**config.mk**
```make
export PLATFORM = sky130hd
export DESIGN_NAME = sdram_write_arbiter
export DESIGN_NICKNAME = d
export VERILOG_FILES = /design/src/rtl/sdram_write_arbiter.sv
export SDC_FILE = /design/constraint.sdc
export NUM_CORES = 1
export LEC_CHECK = 0
export CAP_MARGIN = 20
export CORE_AREA = 2 2 131 133
export CTS_CLUSTER_DIAMETER = 40
export DETAILED_ROUTE_END_ITERATION = 8
export DIE_AREA = 0 0 133 135
export PLACE_DENSITY = 0.63
export SLEW_MARGIN = 20
export SYNTH_ARGS = -nofsm -noshare
export SYNTH_HDL_FRONTEND = slang
export SYNTH_SLANG_ARGS = --single-unit
```
**constraint.sdc**
```tcl
create_clock -name clock -period 2.3 [get_ports clock]
set_clock_uncertainty 0.15 [all_clocks]
set_input_delay 0.46 -clock clock [delete_from_list [all_inputs] [get_ports clock]]
set_output_delay 0.46 -clock clock [all_outputs]
set_load 0.02 [all_outputs]
```
**src/rtl/sdram_write_arbiter.sv**
```systemverilog
// Burst-granular round-robin arbiter sharing the f2h_sdram1 Avalon-MM write port
// between the background-fill engine (m0) and the rasteriser pixel writer (m1).
module sdram_write_arbiter #(
   parameter int ADDR_WIDTH  = 29,
   parameter int DATA_WIDTH  = 64,
   parameter int BURST_WIDTH = 8
) (
   input  logic                      clock,
   input  logic                      reset_n,
   input  logic [ADDR_WIDTH-1:0]     m0_address,
   input  logic [BURST_WIDTH-1:0]    m0_burstcount,
   input  logic [DATA_WIDTH-1:0]     m0_writedata,
   input  logic [DATA_WIDTH/8-1:0]   m0_byteenable,
   input  logic                      m0_write,
   output logic                      m0_waitrequest,
   input  logic [ADDR_WIDTH-1:0]     m1_address,
   input  logic [BURST_WIDTH-1:0]    m1_burstcount,
   input  logic [DATA_WIDTH-1:0]     m1_writedata,
   input  logic [DATA_WIDTH/8-1:0]   m1_byteenable,
   input  logic                      m1_write,
   output logic                      m1_waitrequest,
   output logic [ADDR_WIDTH-1:0]     s_address,
   output logic [BURST_WIDTH-1:0]    s_burstcount,
   output logic [DATA_WIDTH-1:0]     s_writedata,
   output logic [DATA_WIDTH/8-1:0]   s_byteenable,
   output logic                      s_write,
   input  logic                      s_waitrequest,
   input  logic                      m0_priority,
   output logic [1:0]                grant,
   output logic                      busy
);

   localparam logic [BURST_WIDTH-1:0] ONE_BEAT = BURST_WIDTH'(1);

   typedef enum logic [1:0] {
      IDLE     = 2'd0,
      BURST_M0 = 2'd1,
      BURST_M1 = 2'd2
   } state_t;

   state_t                   state_q, state_d;
   logic [BURST_WIDTH-1:0]   beats_left_q, beats_left_d;
   logic                     last_owner_q, last_owner_d;

   always_ff @(posedge clock or negedge reset_n) begin
      if (!reset_n) begin
         state_q      <= IDLE;
         beats_left_q <= '0;
         last_owner_q <= 1'b1;
      end else begin
         state_q      <= state_d;
         beats_left_q <= beats_left_d;
         last_owner_q <= last_owner_d;
      end
   end

   always_comb begin
      state_d        = state_q;
      beats_left_d   = beats_left_q;
      last_owner_d   = last_owner_q;
      m0_waitrequest = 1'b1;
      m1_waitrequest = 1'b1;
      s_address      = '0;
      s_burstcount   = '0;
      s_writedata    = '0;
      s_byteenable   = '0;
      s_write        = 1'b0;
      grant          = 2'b00;
      busy           = 1'b0;

      case (state_q)
         IDLE: begin
            // m0 takes contention when prioritised or when m1 owned the last burst
            if (m0_write && (!m1_write || m0_priority || last_owner_q)) begin
               state_d      = BURST_M0;
               last_owner_d = 1'b0;
               beats_left_d = (m0_burstcount == '0) ? ONE_BEAT : m0_burstcount;
            end else if (m1_write) begin
               state_d      = BURST_M1;
               last_owner_d = 1'b1;
               beats_left_d = (m1_burstcount == '0) ? ONE_BEAT : m1_burstcount;
            end
         end

         BURST_M0: begin
            grant          = 2'b01;
            busy           = 1'b1;
            s_address      = m0_address;
            s_burstcount   = m0_burstcount;
            s_writedata    = m0_writedata;
            s_byteenable   = m0_byteenable;
            s_write        = m0_write;
            m0_waitrequest = s_waitrequest;
            if (m0_write && !s_waitrequest) begin
               beats_left_d = beats_left_q - ONE_BEAT;
               if (beats_left_q == ONE_BEAT) state_d = IDLE;
            end
         end

         BURST_M1: begin
            grant          = 2'b10;
            busy           = 1'b1;
            s_address      = m1_address;
            s_burstcount   = m1_burstcount;
            s_writedata    = m1_writedata;
            s_byteenable   = m1_byteenable;
            s_write        = m1_write;
            m1_waitrequest = s_waitrequest;
            if (m1_write && !s_waitrequest) begin
               beats_left_d = beats_left_q - ONE_BEAT;
               if (beats_left_q == ONE_BEAT) state_d = IDLE;
            end
         end

         default: state_d = IDLE;
      endcase
   end

endmodule

```
==> results of run 1 <==
state kept, by name, indices dropped and copies added, names as in the netlist:
signal        flops
beats_left_q      8
last_owner_q      1
state_q           2
worst max-delay path by stage:
stage	to	start	slack (ps)
2_1_floorplan	s_burstcount[0]	state_q[0]	-90
3_3_place_gp	s_writedata[22]	state_q[0]	-260
3_5_place_dp	s_writedata[22]	state_q[0]	-260
4_1_cts	s_burstcount[3]	state_q[1]	-110
5_1_grt	s_writedata[38]	state_q[1]	-70
6_report	s_address[19]	state_q[0]	-10
layout make-up:
class	count	share of cell area
multi-input cells	305	0.380
repair buffers	408	0.539
flip-flops and latches	11	0.0340
inverters	8	0.00370
well taps	220	0.0339
clock buffers	4	0.00970
diodes	1	0.000308
logic make-up (layout without fill, tap and decap cells):
| family | Yosys count | count (layout) | synth area share |
|---|---|---|---|
| multiplexers | 10 | 10 | 0.0422 |
| AND/OR/NAND/NOR | 155 | 155 | 0.351 |
| adder cells (fa/ha/maj) | 7 | 7 | 0.0332 |
| AO/OA/AOI/OAI | 133 | 133 | 0.386 |
| other | 0 | 1 | 0 |
| buffers and inverters | 50 | 420 | 0.0825 |
| flip-flops | 11 | 11 | 0.105 |
placed cells by master (no fill, tap or decap), drive strengths merged, types with 2 or more instances in the layout:
cell	Yosys	routed
or2	3	3
a221oi	3	3
buf	14	172
nor2b	111	111
inv	8	8
o21ai	7	7
nor4	3	3
nor3b	2	2
nand2	13	13
a221o	3	3
dfrtp	10	10
clkdlybuf4s15	0	2
clkdlybuf4s50	0	224
nand3	3	3
clkbuf	28	13
mux2	6	6
ha	7	7
nor3	8	8
a21oi	5	5
nor2	4	4
nand2b	2	2
a22oi	110	110
or3	2	2
mux2i	4	4
metrics by stage:
step | util | instance area, µm² | power (µW) | setup TNS (ps)
3_5_place_dp | 0.420 | 6890 | 6820 | -19590
3_3_place_gp | 0.420 | 6890 | 6710 | -18560
5_1_grt | 0.495 | 8130 | 9790 | -2540
6_report | 0.495 | 8130 | 9320 | -22.8
2_1_floorplan | - | 2950 | 4180 | -7720
4_1_cts | 0.460 | 7540 | 8460 | -1690
timing repair:
| item | in CTS | in global routing |
|---|---|---|
| cloned | 13 | 9 |
| resized for setup | 589 | 146 |
| pin swaps | 21 | 42 |
| hold buffers | 0 | 0 |
| setup endpoints to repair | 114 | 118 |
| buffers inserted | 7 | 3 |
synthesized netlist by cell type:
cell,instances
a21oi_1,5
a221o_1,3
a221oi_2,3
a22oi_1,110
a31oi_1,1
buf_2,12
buf_6,2
clkbuf_1,28
dfrtp_1,10
dfstp_2,1
ha_1,7
inv_1,7
inv_2,1
mux2_1,3
mux2_2,2
mux2_4,1
mux2i_1,4
nand2_1,13
nand2b_1,2
nand3_1,3
nand3b_1,1
nand4_2,1
nor2_1,4
nor2b_1,111
nor3_1,8
nor3b_1,2
nor4_1,3
nor4b_1,1
o21ai_0,2
o21ai_1,4
o21ai_2,1
o21bai_2,1
o22ai_1,1
o2bb2ai_1,1
o31ai_4,1
or2_1,2
or2_2,1
or3_1,2
or4_1,1
worst register-to-register path, cell delays in order (launching register included):
cell	delay (ps)
dfrtp_1	380
buf_4	160
ha_4	180
buf_12	150
buf_12	150
buf_6	140
a21oi_4	170
nand3_4	120
buf_12	160
o2bb2ai_1	110
or3_1	300
per-layer routing:
metal  track usage  up-vias  wire (µm)
met5             0        -          0
met4        0.0418        0        297
met3        0.0229       19       1200
met2         0.375      228      10700
met1         0.238     2190       7870
li1              -     2106          -
power groups by stage:
stage	Combinational (µW)	Sequential [µW]	Clock (µW)
after global routing	9010	449	334
after detailed placement	6400	422	0
after floorplan	3790	397	0
final	8580	429	312
after CTS	7710	425	321
after global placement	6290	417	0
==> flow_summary.yaml, run 1 <==
clocking:
  numCtsBuffers: 3
  clockBufferDepth: 2
  path_clk_slew_ps: 40
  clock_latency_ps: 240
  clock-sinks: 11
  cts_tree: "built"
  cts-root-buf: "clkbuf_16"
  h-tree-depth: 1
pwr:
  switching_share: 0.450
  power.density_nw_per_um2: 1150
  pwr-share-seq: 0.046
  internal-power_uw: 5130
  power_switching_uw: 4190
  p_comb_frac: 0.920
  ir_drop_v: 0.000501
  p_clk_frac: 0.034
  p_leak_uw: 0.00300
setup_path:
  critPathBufInv: 4
  cp-end-kind: "primary output"
  crit_arrival_ps: 1700
  worst_ep_required_time_ps: 1690
  slowest_delay_ps: 380
  critPathTopFamily: "buffers and inverters"
  reg2reg_depth: 10
  slowest_stage: "dfrtp_1"
  cp_cell_sequence: "buf_4 -> ha_4 -> buf_4 -> clkbuf_16 -> a22oi_2 -> nor2b_4 -> buf_2"
  crit_type: "flip-flop to primary output"
  worstSetupPathDepth: 7
  timing.rr.end: "beats_left_q[3]"
  r2r_slack_ps: 10
  cp_max_fo: 6
  crit_top_cell: "buf_4"
  startpoint_type: "flip-flop"
  reg2reg_from: "state_q[0]"
place:
  port_buffers: 338
  gp_congestion: 0.872
  dpl.hpwl_um: 12700
  dp_worst_setup_slack_ps: -257
  place_inst: 922
detailed_routing:
  postRouteAntennaNets: 0
  drt-vias-per-instance: 4.75
  first_pass_iters: 4
  wl_per_cell_um: 21.0
  wl_um: 20100
  num_vias: 4543
  drc: 0
  drt-initial-drc-count: 160
synth:
  yosysTopAreaCell: "a22oi_1"
  netlist_top_cells_area: "a22oi_1, nor2b_1, dfrtp_1"
  syn_area_per_cell_um2: 7.21
  ys_warn_count: 0
  ys_seq_area_frac: 0.105
  netlist_area_um2: 2640
  ys_ff_latch: 11
  synth_fp_nets: 597
  synth_top_area_share: 0.313
  yosysUniqueCellTypes: 39
  syn_inst: 366
sta:
  period_needed_ps: 2310
  rsz0062_at_grt: "true"
  clock.fmax_mhz: 432
  relSlewSlack: 0.654
  hold_viol: 0
  slew_violations: 0
  setup_violations: 3
  period_share: 1.01
  worst_pin_slew_ps: 517
  setup_ws_ps: -13.8
  hold_ws_ps: 383
floorplan:
  ios: 339
  rows: 47
  initial_core_util: 0.161
  coreArea_um2: 16400
  die_h_um: 135
  die_area_um2: 18000
  die_w_um: 133
min_path:
  hold_depth: 2
  min_to: "beats_left_q[1]"
  hp-start: "beats_left_q[1]"
  hold_path.class: "flip-flop to flip-flop"
grt:
  track_usage: 0.197
  antenna_found_initial: 1
  grt_overflow: 0
  grt_pass1_vias: 4784
  grt_max_degree: 42
  grt_pass1_wl_um: 27600
layout:
  seq_area_um2: 277
  nets: 968
  areaGrowthSynthToFinish_pct: 208
  n_fill_cell: 1476
  finalNonFillerCells: 957
  multi_input_area_um2: 3090
  drive_gt1_frac: 0.580
run_status:
  status: "finished, violations left"
  violations: "setup timing"
flow_run:
  cap_violations: 0
Note: power is estimated with default switching activity, not from simulation.
==> inputs of run 2 (changes only) <==
--- a/config.mk
+++ b/config.mk
@@ -5,7 +5,6 @@
 export SDC_FILE = /design/constraint.sdc
 export NUM_CORES = 1
 export LEC_CHECK = 0
-export CAP_MARGIN = 20
 export CORE_AREA = 2 2 131 133
 export CTS_CLUSTER_DIAMETER = 40
 export DETAILED_ROUTE_END_ITERATION = 8
==> results of run 2 <==
No change in the layout: final DEF, timing and power equal those of run 1.
==> inputs of run 3 (changes only) <==
--- a/config.mk
+++ b/config.mk
@@ -5,6 +5,7 @@
 export SDC_FILE = /design/constraint.sdc
 export NUM_CORES = 1
 export LEC_CHECK = 0
+export CAP_MARGIN = 10
 export CORE_AREA = 2 2 131 133
 export CTS_CLUSTER_DIAMETER = 40
 export DETAILED_ROUTE_END_ITERATION = 8
==> results of run 3 <==
No change in the layout: final DEF, timing and power equal those of run 1.
